### src/rtl/cache_pkg.sv
// Shared types and defaults for the CPU-side cache controller.
package cache_pkg;

   typedef enum logic [1:0] {
      LS_I = 2'b00,
      LS_S = 2'b01,
      LS_E = 2'b10,
      LS_M = 2'b11
   } line_state_t;

   typedef enum logic [3:0] {
      ST_IDLE      = 4'd0,
      ST_LOOKUP    = 4'd1,
      ST_WB_REQ    = 4'd2,
      ST_WB_WAIT   = 4'd3,
      ST_FILL_REQ  = 4'd4,
      ST_FILL_WAIT = 4'd5,
      ST_FILL_UPD  = 4'd6,
      ST_UPG_REQ   = 4'd7,
      ST_UPG_WAIT  = 4'd8,
      ST_UPG_UPD   = 4'd9,
      ST_RESPOND   = 4'd10,
      ST_ABORT     = 4'd11
   } cc_state_t;

   localparam int CC_TIMEOUT_DEF = 1024;

endpackage

### src/rtl/cc_wait_timer.sv
// Wait-state timeout timer. Down-counter reloaded with TIMEOUT_CYCLES-1
// while clear is high; expire flags the enabled cycle where it hits zero,
// i.e. the TIMEOUT_CYCLES-th consecutive enabled cycle. TIMEOUT_CYCLES=0
// never expires.
module cc_wait_timer #(
   parameter int TIMEOUT_CYCLES = 1024
) (
   input  logic clk,
   input  logic rst_n,
   input  logic clear,
   input  logic enable,
   output logic expire
);

   localparam int W = (TIMEOUT_CYCLES > 0) ? $clog2(TIMEOUT_CYCLES + 1) : 1;
   localparam logic [W-1:0] LOAD = (TIMEOUT_CYCLES > 0) ? W'(TIMEOUT_CYCLES - 1) : '0;

   logic [W-1:0] cnt;

   // reload on clear, count down while enabled, park at zero
   always_ff @(posedge clk or negedge rst_n) begin
      if (!rst_n) begin
         cnt <= LOAD;
      end else if (clear) begin
         cnt <= LOAD;
      end else if (enable && (cnt != '0)) begin
         cnt <= cnt - 1'b1;
      end
   end

   assign expire = (TIMEOUT_CYCLES != 0) && enable && (cnt == '0);

endmodule

### src/rtl/cache_controller.sv
// CPU-side cache control FSM sitting in front of the ACE controller.
// One CPU request at a time; issues ReadShared / MakeUnique / WriteClean
// pulses, waits for ace_ready, drives the tag/data/state array writes.
//
// state     | meaning
// ----------+------------------------------------------------------
// IDLE      | ready for a CPU request
// LOOKUP    | evaluate hit / line state, count hit or miss
// WB_REQ    | issue WriteClean for the dirty victim (held during snoop)
// WB_WAIT   | wait for write-back completion
// FILL_REQ  | issue ReadShared (held during snoop)
// FILL_WAIT | wait for refill completion
// FILL_UPD  | write tag, refill data, line -> S
// UPG_REQ   | issue MakeUnique (held during snoop)
// UPG_WAIT  | wait for upgrade completion
// UPG_UPD   | write store data, line -> M
// RESPOND   | cpu_done
// ABORT     | cpu_done + cpu_err after a wait timeout
module cache_controller
   import cache_pkg::*;
#(
   parameter int TIMEOUT_CYCLES = CC_TIMEOUT_DEF,
   parameter int CNT_W          = 16
) (
   input  logic             clk,
   input  logic             rst_n,
   input  logic             cpu_valid,
   input  logic             cpu_we,
   output logic             cpu_ready,
   output logic             cpu_done,
   output logic             cpu_err,
   input  logic             hit,
   input  logic [1:0]       line_state,
   input  logic             victim_dirty,
   input  logic             snoop_active,
   output logic             read_req,
   output logic             write_req,
   output logic             invalid_req,
   input  logic             ace_ready,
   output logic             tag_we,
   output logic             data_we,
   output logic             refill_sel,
   output logic             state_we,
   output logic [1:0]       state_next,
   output logic [CNT_W-1:0] hit_cnt,
   output logic [CNT_W-1:0] miss_cnt,
   output logic             timeout_flag
);

   cc_state_t state_q, state_d;
   logic      we_q;
   logic      miss;
   logic      in_wait;
   logic      expire;
   logic      timeout_set;

   assign miss    = !hit || (line_state == LS_I);
   assign in_wait = (state_q == ST_WB_WAIT) || (state_q == ST_FILL_WAIT) ||
                    (state_q == ST_UPG_WAIT);

   cc_wait_timer #(
      .TIMEOUT_CYCLES(TIMEOUT_CYCLES)
   ) u_wait_timer (
      .clk   (clk),
      .rst_n (rst_n),
      .clear (!in_wait),
      .enable(in_wait),
      .expire(expire)
   );

   // state register, latched request type, counters and sticky timeout
   always_ff @(posedge clk or negedge rst_n) begin
      if (!rst_n) begin
         state_q      <= ST_IDLE;
         we_q         <= 1'b0;
         hit_cnt      <= '0;
         miss_cnt     <= '0;
         timeout_flag <= 1'b0;
      end else begin
         state_q <= state_d;
         if ((state_q == ST_IDLE) && cpu_valid) begin
            we_q <= cpu_we;
         end
         if (state_q == ST_LOOKUP) begin
            if (miss) begin
               if (miss_cnt != '1) miss_cnt <= miss_cnt + 1'b1;
            end else begin
               if (hit_cnt != '1) hit_cnt <= hit_cnt + 1'b1;
            end
         end
         if (timeout_set) begin
            timeout_flag <= 1'b1;
         end
      end
   end

   // next-state and all combinational outputs
   always_comb begin
      state_d     = state_q;
      cpu_ready   = 1'b0;
      cpu_done    = 1'b0;
      cpu_err     = 1'b0;
      read_req    = 1'b0;
      write_req   = 1'b0;
      invalid_req = 1'b0;
      tag_we      = 1'b0;
      data_we     = 1'b0;
      refill_sel  = 1'b0;
      state_we    = 1'b0;
      state_next  = LS_I;
      timeout_set = 1'b0;
      case (state_q)
         ST_IDLE: begin
            cpu_ready = 1'b1;
            if (cpu_valid) state_d = ST_LOOKUP;
         end
         ST_LOOKUP: begin
            if (miss) begin
               state_d = victim_dirty ? ST_WB_REQ : ST_FILL_REQ;
            end else if (!we_q) begin
               state_d = ST_RESPOND;
            end else if (line_state == LS_S) begin
               state_d = ST_UPG_REQ;
            end else begin
               data_we    = 1'b1;
               state_we   = 1'b1;
               state_next = LS_M;
               state_d    = ST_RESPOND;
            end
         end
         ST_WB_REQ: begin
            if (!snoop_active) begin
               write_req = 1'b1;
               state_d   = ST_WB_WAIT;
            end
         end
         ST_FILL_REQ: begin
            if (!snoop_active) begin
               read_req = 1'b1;
               state_d  = ST_FILL_WAIT;
            end
         end
         ST_UPG_REQ: begin
            if (!snoop_active) begin
               invalid_req = 1'b1;
               state_d     = ST_UPG_WAIT;
            end
         end
         ST_WB_WAIT, ST_FILL_WAIT, ST_UPG_WAIT: begin
            // completion on the expiring cycle takes priority over the abort
            if (ace_ready) begin
               if (state_q == ST_WB_WAIT)        state_d = ST_FILL_REQ;
               else if (state_q == ST_FILL_WAIT) state_d = ST_FILL_UPD;
               else                              state_d = ST_UPG_UPD;
            end else if (expire) begin
               timeout_set = 1'b1;
               state_d     = ST_ABORT;
            end
         end
         ST_FILL_UPD: begin
            tag_we     = 1'b1;
            data_we    = 1'b1;
            refill_sel = 1'b1;
            state_we   = 1'b1;
            state_next = LS_S;
            state_d    = we_q ? ST_UPG_REQ : ST_RESPOND;
         end
         ST_UPG_UPD: begin
            data_we    = 1'b1;
            state_we   = 1'b1;
            state_next = LS_M;
            state_d    = ST_RESPOND;
         end
         ST_RESPOND: begin
            cpu_done = 1'b1;
            state_d  = ST_IDLE;
         end
         ST_ABORT: begin
            cpu_done = 1'b1;
            cpu_err  = 1'b1;
            state_d  = ST_IDLE;
         end
         default: state_d = ST_IDLE;
      endcase
   end

endmodule

### config.mk
export PLATFORM = sky130hd
export DESIGN_NAME = cache_controller
export DESIGN_NICKNAME = d
export VERILOG_FILES = /design/src/rtl/cache_pkg.sv /design/src/rtl/cc_wait_timer.sv /design/src/rtl/cache_controller.sv
export SDC_FILE = /design/constraint.sdc
export NUM_CORES = 1
export LEC_CHECK = 0
export ABC_AREA = 1
export BUFFER_PORTS_ARGS = -buffer_cell sky130_fd_sc_hd__buf_2
export CORE_MARGIN = 8
export CORE_UTILIZATION = 55
export DETAILED_ROUTE_END_ITERATION = 10
export PLACE_DENSITY_LB_ADDON = 0.15
export SLEW_MARGIN = 20
export SYNTH_ARGS = -nofsm -noshare
export SYNTH_HDL_FRONTEND = slang
export SYNTH_HIERARCHICAL = 1
export SYNTH_SLANG_ARGS = --single-unit
### constraint.sdc
create_clock -name clk -period 4.8 [get_ports clk]
set_input_delay 0.72 -clock clk [delete_from_list [all_inputs] [get_ports clk]]
set_output_delay 0.72 -clock clk [all_outputs]
set_load 0.01 [all_outputs]
==> Yosys cells after proc, flatten, opt, wreduce, memory -nomap -nowiden <==
Cells that the tools add are included.
{ "classes": {"n_addsub": 3, "n_eq_ne": 20, "n_mux": 35, "bitwise": 1, "reduce_logical": 17} }
{ "op_table": {"columns": ["cell", "n"], "rows": [
  ["$mux W4", 12],
  ["$add A16 B1 Y16 const B", 2],
  ["$ne A16 B16 Y1 const B", 2],
  ["$pmux W4 S8", 1],
  ["$mux W11", 2],
  ["$eq A4 B3 Y1 const B", 4],
  ["$eq A4 B4 Y1 const B", 4],
  ["$mux W1", 14],
  ["$logic_not A11 Y1", 1],
  ["$reduce_bool A11 Y1", 1],
  ["$sub A11 B1 Y11 const B", 1],
  ["$ne A2 B2 Y1 const B", 5],
  ["$eq A4 B2 Y1 const B", 2],
  ["$mux W2", 3],
  ["$pmux W2 S3", 1],
  ["$reduce_and A3 Y1", 2],
  ["$reduce_and A5 Y1", 1],
  ["$eq A4 B1 Y1 const B", 1],
  ["$logic_not A4 Y1", 1],
  ["$reduce_or A2 Y1", 2],
  ["$logic_and A1 B1 Y1", 3],
  ["$logic_or A1 B1 Y1", 3],
  ["$mux W3", 1],
  ["$ne A3 B3 Y1 const B", 1],
  ["6 further kinds", 6]
]} }
{ "totals": {"register_bits": 49, "inputBits": 10, "out_inout_bits": 45, "wordCells": 82} }

==> Logic depth before layout (Yosys ltp) <==
Gate-level depths: netlist of run 1.
{ "logic_depth": {"word_depth": 7, "mapped_depth": 12, "depth_no_buf": 12} }

==> Cells and area by module <==
The synthesis of run 1 kept the hierarchy.
{ "modules_own_cells": {"columns": ["mod", "n_inst", "cells_each", "area_per_inst_um2", "seq_area_each_um2"], "rows": [
  ["cache_controller", 1, 364, 2514.9, 950.9],
  ["cc_wait_timer", 1, 107, 775.7, 287.8]
]} }

==> Worst setup path after synthesis of run 1 <==
OpenSTA, ideal clock, no wires.
{ "synth_path": {"path_type": "input to output", "from": "in line_state[1]", "to": "out state_next[0]", "arrival_ps": 1145, "required_ps": 4080, "path_slack_ps": 2935, "cell_stages": 3, "path_buffers": 1, "cell_sequence": "nand4_1 nand3_1 buf_4"} }
{ "synth_between": {"elab_chain_len": 5, "elab_cells_between_ends": 7, "cone_classes": "eq/ne (1); mux (4); reduce/logical (2)"} }
{ "synth_lines": {"columns": ["item", "line_no", "source"], "rows": [
  ["start: declaration", "cache_controller.sv:33", "input logic [1:0] line_state,"],
  ["$eq A2 B1 Y1", "cache_controller.sv:122", "end else if (line_state == LS_S) begin"],
  ["$mux W2", "cache_controller.sv:122", null],
  ["$mux W2", "cache_controller.sv:120", "end else if (!we_q) begin"],
  ["$mux W2 *", "cache_controller.sv:118", "if (miss) begin"],
  ["$pmux W2 S3 *", "cache_controller.sv:112", "case (state_q)"],
  ["end: declaration", "cache_controller.sv:44", "output logic [1:0] state_next,"]
]} }
Mark *: on every way between the ends. The rest lies on a longest branch, timed or not.

==> Worst setup path in the final report of run 1 <==
{ "layout_path": {"from": "reg state_q[0]", "to": "out data_we"} }
{ "layout_between": {"elab_chain_len": 3, "elab_cells_between_ends": 5, "cone_classes": "eq/ne (3); mux (1); reduce/logical (1)"} }
{ "layout_lines": {"columns": ["item", "line_no", "source"], "rows": [
  ["start: declaration", "cache_controller.sv:50", "cc_state_t state_q, state_d;"],
  ["start signal: assignment", "cache_controller.sv:80", "state_q <= state_d;"],
  ["$eq A4 B4 Y1 / $eq A4 B3 Y1 (equally long branches)", "cache_controller.sv:112", null],
  ["$reduce_or A2 Y1 (no source line)", null, null],
  ["$pmux W1 S2 *", "cache_controller.sv:112", null],
  ["end: declaration", "cache_controller.sv:41", "output logic data_we,"]
]} }
Marked as above.

==> results of run 1 <==
worst max-delay path, stage by stage (launching register included):
cell      delay [ps]
dfrtp_1          490
inv_2             80
nor2_4           140
nand2_4          100
clkinv_4          70
nand4_1           90
nand3_1          110
buf_2            140
state kept, by name, indices dropped and copies added, names as in the netlist:
signal	cells
u_wait_timer/cnt	11
state_q	4
miss_cnt	16
hit_cnt	16
timeout_flag	1
we_q	1
cell families after synthesis:
kind of cell / after synthesis
AOI/OAI and AO/OA: 25
adders and majority gates: 3
buffers and inverters: 62
xor gates and xnor gates: 24
and+or+nand+nor: 308
DFF: 49
power breakdown:
group / internal (mW) / switching (mW) / total [mW] / leakage [nW]
combinational: 0.261 / 0.486 / 0.747 / 1.28
clock: 0.104 / 0.148 / 0.252 / 0.0489
sequential: 0.527 / 0.131 / 0.659 / 0.628
total: 0.893 / 0.765 / 1.66 / 1.96
per-stage QoR:
| step | worst slack [ps] | instances | power, mW | instance area [sq um] |
|---|---|---|---|---|
| after floorplan | 2930 | 471 | 1.21 | 3290 |
| after global placement | 2900 | 593 | 1.39 | 3600 |
| after detailed placement | 2840 | 593 | 1.42 | 3600 |
| after CTS | 2540 | 601 | 1.68 | 3690 |
| after global routing | 2380 | 601 | 1.81 | 3690 |
| final | 2540 | 601 | 1.66 | 3690 |
worst max path at each step:
stage	depth (start not counted)	end	startpoint	slack (ps)
after floorplan	3	state_next[0]	line_state[1]	2930
after global routing	7	state_we	state_q[0]	2380
final	7	data_we	state_q[0]	2540
after detailed placement	12	state_q[2]	state_q[2]	2840
after global placement	4	state_next[0]	line_state[1]	2900
after CTS	7	data_we	state_q[0]	2540
per-layer routing:
layer  up-vias  GRT usage, %  routed length [um]
li1       1571             -                   -
met1      1377          21.1                3400
met2        42          30.5                3530
met3         2          4.17                 266
met4         0          4.56                  32
met5         -             0                   0
layout by cell type (no fill, tap or decap), types with 3 or more instances in the layout:
master | synthesis | routed
xnor2_1 | 9 | 9
dfrtp_1 | 39 | 39
nor2_4 | 5 | 5
a21oi_1 | 4 | 4
nor2_1 | 50 | 50
o21ai_0 | 14 | 14
nand3_1 | 41 | 41
dfstp_2 | 10 | 10
inv_1 | 46 | 46
nor2_2 | 5 | 5
buf_2 | 0 | 54
nand4_1 | 9 | 9
nand2_2 | 3 | 3
inv_2 | 7 | 7
clkbuf_8 | 0 | 5
xor2_1 | 15 | 15
nand2_1 | 178 | 178
nor3_1 | 6 | 6
ha_1 | 3 | 3
cell type report:
cell class | count | area (sq um)
tap | 75 | 93.8
clock inverter | 3 | 20.0
inverter | 54 | 208
multi-input combinational | 360 | 1780
fill | 558 | 2160
timing repair buffer | 55 | 278
clock buffer | 5 | 68.8
sequential | 49 | 1240
==> metrics.md, run 1 <==
| Metric | Value |
|---|---|
| HPWL Detailed | `about 5400 um` |
| Final Hold Vio Count | `0` |
| Syn_area_per_cell | `between 6 and 7 sq um` |
| Worst path arrival time | `between 1500 and 2000 ps` |
| Reg-to-Reg End | `state_q[2]` |
| Rel. slew slack | `between 50 and 60%` |
| Die height | `between 90 and 100 um` |
| Synth Area in Compound Gates | `~4.5%` |
| Net count, final | `approximately 540` |
| Reg2Reg Launch Point | `state_q[2]` |
| Final ANT Viol Nets | `0` |
| RSZ-0062 raised after global routing | `false` |
| Crit path required time | `slightly above 4000 ps` |
| Peak VDD IR | `0.282 mV` |
| Post-Synth XOR/XNOR Area | `under 10%` |
| Total gr overflow | `0` |
| Chip Width | `about 93 um` |
| Routed len/inst | `12.0 um` |
| Number of synthesized flops with an enable pin | `0` |
| R2R Setup Slk | `2810 ps` |
| Crit path kind | `flip-flop to primary output` |
| Initial drt markers | `between 100 and 150` |
| Vias after detailed routing | `2992` |
| Top cells by count, synth | `nand2_1 (178), nor2_1 (50), inv_1 (46)` |
| Die Area | `just under 9000 sq um` |
| Area Growth Syn to Fin | `12.2%` |
| Main combinational cell family by area after synthesis | `simple AND/OR/NAND/NOR gates` |
| Slew @ Worst Pin | `621 ps` |
| Min-Delay Startpoint | `timeout_flag` |
| Seq/Total Area, Yosys | `a little under two fifths` |
| Max-cap check violation count | `0` |
| Cts hold-fix bufs | `0` |
| Simple-gate share of the synthesized area | `between 40% and 50%` |
| Count leader, synth | `nand2_1` |
| CP Capture Type | `primary output` |
| Final number of setup-violating endpoints | `0` |
| Ant diodes | `0` |
| Hold crit path type | `flip-flop to flip-flop` |
| YS warnings | `6` |
| Root Buffer | `clkbuf_8` |
| CTS Sinks | `between 40 and 50` |
| Clock transition at the registers of the reported paths | `roughly 90 ps` |
| Max-slew violation count | `0` |
| Vias in the first global route | `around 2.9k` |
| Worst hold path depth | `1` |
| FF+latch count, synth | `49` |
| CTS tree | `built` |
| Top cell type by total area after synthesis | `dfrtp_1` |
| Synth Cell Area | `3290 sq um` |
| Clk_lat worst skew | `about 300 ps` |
| Crit-path max FO | `6` |
| CTS buffer count | `5` |
| P per Cell Area | `~450 nW/um^2` |
| IO Port Bufs | `54` |
| Clock Path Buffers | `2` |
| Fmax | `between 400 and 500 MHz` |
| Row count | `28` |
| Tcrit/Tclk final | `47.1%` |
| Largest net degree at the start of global routing | `50` |
| Hold WS | `between 400 and 500 ps` |
| Postcts setup bufs | `0` |
| Outcome | `complete, no violations` |
| Setup_tns | `0 ps` |
| Adder-Cell Fraction of Synth Area | `under 10%` |
| Initial antenna violation count | `0` |
| Worst-case reg-to-reg path depth | `12` |
| Mapped Nets | `about 480` |
| Initial Util | `approximately 56%` |
| Gate Count Post-Synth | `471` |
| Main synth FF type | `dfrtp_1` |
| Core area | `a little under 6000 sq um` |
| Share of cells above drive strength 1 | `between 20% and 30%` |
| Avg Vias per Cell | `4.98` |
| Post-CTS Resized | `0` |
| Yosys top cell area share | `approximately 30%` |
| GR Util All Layers | `roughly 18%` |
| Post-synth ARST share | `100%` |
| First-pass GRT wire length | `roughly 13000 um` |
| Top post-synthesis cells by area | `dfrtp_1 (30%), nand2_1 (20%), dfstp_2 (8.0%)` |
| First-pass detailed-route iteration total | `4` |
| IO Pins | `55` |
| Hold endpoint | `timeout_flag` |
| Post-synthesis mux area share | `0%` |
| DRC | `0` |
| Core Util, Final | `between 60% and 70%` |
| H-tree depth | `2` |
| Worst setup SP type | `flip-flop` |
| RePlAce Congestion | `0.895` |
| Final worst path period need | `2260 ps` |
| Worst Skew | `4.66 ps` |
| Distinct cells, synth | `33` |
| Pleak | `a little under 2 nW` |
| Drt total wl | `7230 um` |
No activity file was read; power rests on OpenSTA's default activity.
==> run 2, diff against run 1 <==
==> constraint.sdc (replaced) <==
create_clock -name clk -period 2.29 [get_ports clk]
set_input_delay 0.3435 -clock clk [delete_from_list [all_inputs] [get_ports clk]]
set_output_delay 0.3435 -clock clk [all_outputs]
set_load 0.01 [all_outputs]
==> run 2 against run 1 <==
The flow now finishes with violations (negative hold slack); non-clock buffer count rose by 1; highest routed layer unchanged; core utilization rose by 0.36 points; cell count rose by 0.17%; global-route usage rose by 0.32 points; design area rose by 0.58%; hold slack got worse by 490 ps; first-iteration DRC count rose by 4.5%; sequential share of layout area fell by 0.19 points.
==> metrics.md, run 2 (synthesized netlist as in run 1, its figures left out) <==
| Metric | Value |
|---|---|
| Drt total wl | `7310 um (+1.1%)` |
| Most frequent cells in the layout | `nand2_1 (178), buf_2 (54), nor2_1 (50)` |
| Ant diodes | `0 (unchanged)` |
| GR Util All Layers | `17.9% (+0.32 points)` |
| Max-cap check violation count | `0 (unchanged)` |
| Vias in the first global route | `2916 (+0.55%)` |
| Failing checks | `negative hold slack` |
| Initial antenna violation count | `0 (unchanged)` |
| DRC | `0 (unchanged)` |
| Reg2Reg Launch Point | `state_q[2]` |
| Root Buffer | `clkbuf_8` |
| CTS tree | `built` |
| CTS Sinks | `49 (unchanged)` |
| Design Area, Final | `3710 sq um (+0.58%)` |
| P per Cell Area | `949 nW/um^2 (+110%)` |
| Row count | `28 (unchanged)` |
| First-pass GRT wire length | `12900 um (+1.6%)` |
| Placed Instances | `594 (+0.17%)` |
| Hold WS | `-11.3 ps (-489 ps)` |
| Dpl cell area | `3610 sq um (+0.21%)` |
| Initial Util | `56.2% (unchanged)` |
| Most common cell after layout, fill and taps aside | `nand2_1` |
| Slew @ Worst Pin | `577 ps (-44.3 ps)` |
| Chip Width | `93.4 um (unchanged)` |
| CP Capture Type | `flip-flop` |
| IO Port Bufs | `54 (unchanged)` |
| Outcome | `finished, violations left` |
| Fmax | `roughly 510 MHz` |
| Cts hold-fix bufs | `0 (unchanged)` |
| Core area | `5850 sq um (unchanged)` |
| Worst Skew | `9.30 ps (+4.64 ps)` |
| Clock Path Buffers | `2 (unchanged)` |
| Setup_tns | `0 ps (unchanged)` |
| Share of cells above drive strength 1 | `20.1% (-0.038 points)` |
| Clk_lat worst skew | `310 ps (about the same)` |
| Vias after detailed routing | `2996 (+0.13%)` |
| Postcts setup bufs | `0 (unchanged)` |
| Post-CTS Resized | `0 (unchanged)` |
| Slowest cell on crit path | `dfrtp_1` |
| Crit path kind | `flip-flop to flip-flop` |
| RePlAce Congestion | `0.898 (+0.29%)` |
| Final ANT Viol Nets | `0 (unchanged)` |
| Top flop regs | `hit_cnt (16), miss_cnt (16), u_wait_timer/cnt (11)` |
| Pleak | `1.97 nW (+0.48%)` |
| RSZ-0062 raised after global routing | `false` |
| First-pass detailed-route iteration total | `4 (unchanged)` |
| Crit path largest cell delay | `440 ps (-50 ps)` |
| Initial drt markers | `115 (+4.5%)` |
| HPWL Detailed | `5630 um (+3.4%)` |
| Hold crit path type | `input port to async pin` |
| Fin cells | `602 (+0.17%)` |
| H-tree depth | `2 (unchanged)` |
| Crit path required time | `2540 ps (-1540 ps)` |
| Worst setup SP type | `flip-flop` |
| Tcrit/Tclk final | `slightly below 90%` |
| Crit-path max FO | `9 (+3)` |
| Final number of setup-violating endpoints | `0 (unchanged)` |
| Net count, final | `539 (+0.19%)` |
| CP Launch Point | `state_q[2]` |
| Die height | `93.4 um (unchanged)` |
| Clock transition at the registers of the reported paths | `100 ps (about the same)` |
| Area Growth Syn to Fin | `12.8%` |
| Total gr overflow | `0 (unchanged)` |
| Final worst path period need | `just under 2000 ps` |
| CTS buffer count | `5 (unchanged)` |
| Peak VDD IR | `0.628 mV (+120%)` |
| CP cell instances | `inv_1 -> nor2_1 -> nand2_1 -> nand3_2 -> inv_1 -> nor2_1 -> nor2_1 -> nand2_1 -> inv_1 -> nor2_1 -> nand2_1 -> nand2_1` |
| Avg Vias per Cell | `4.98 (about the same)` |
| IO Pins | `55 (unchanged)` |
| Worst path arrival time | `2230 ps (+690 ps)` |
| Final Hold Vio Count | `8 (+8)` |
| Routed len/inst | `12.1 um (+0.95%)` |
| Max-slew violation count | `0 (unchanged)` |
| Die Area | `8710 sq um (unchanged)` |
| Largest net degree at the start of global routing | `23 (-54%)` |
| Rel. slew slack | `61.5% (+2.9 points)` |
==> run 2: path summary, 6_finish.rpt <==
check,end,slack [ps],depth (start not counted)
min in group clk,we_q,280,3
setup / recovery,state_q[2],310,12
hold / removal,we_q,-10,1
setup reg to reg,state_q[2],310,12
hold reg to reg,timeout_flag,480,1
max in group asynchronous,u_wait_timer/cnt[2],1630,2
==> run 2: metal layers <==
metal	up-vias	part of all wire (%)	track usage [%]
li1	1579	-	-
met2	49	47	29.8
met1	1358	47	22.5
met4	0	1.4	4.83
met3	10	4.4	4.09
met5	-	0	0
==> run 2: per-stage QoR <==
step	power [mW]	utilization, %	setup slack, ps	hold WS, ps
after floorplan	2.54	-	521	47.9
after global placement	2.91	61.7	482	346
after detailed placement	2.97	61.7	351	346
after CTS	3.56	63.5	323	2.11
after global routing	3.81	63.5	70.2	21.4
final	3.52	63.5	310	-11.3
==> run 2: final cells by class <==
class	instances	area, sq um
Fill cell	548	2140
Timing Repair Buffer	56	285
Clock inverter	1	5.00
Sequential cell	49	1240
Multi-Input combinational cell	360	1780
Inverter	54	208
Clock buffer	7	97.6
Tap cell	75	93.8
==> run 2: worst max-delay path, delay by kind of cell, from the launching register on <==
kind | cells | cell delay [ps]
buffers and inverters | 3 | 180
DFF | 1 | 440
and+or+nand+nor | 9 | 1310
==> run 2: report_power, final <==
group,internal (mW),switching (mW),total [mW],leakage (nW)
registers,1.11,0.265,1.37,0.628
logic,0.549,1.02,1.57,1.29
clock network,0.281,0.304,0.585,0.0534
total,1.94,1.59,3.52,1.97
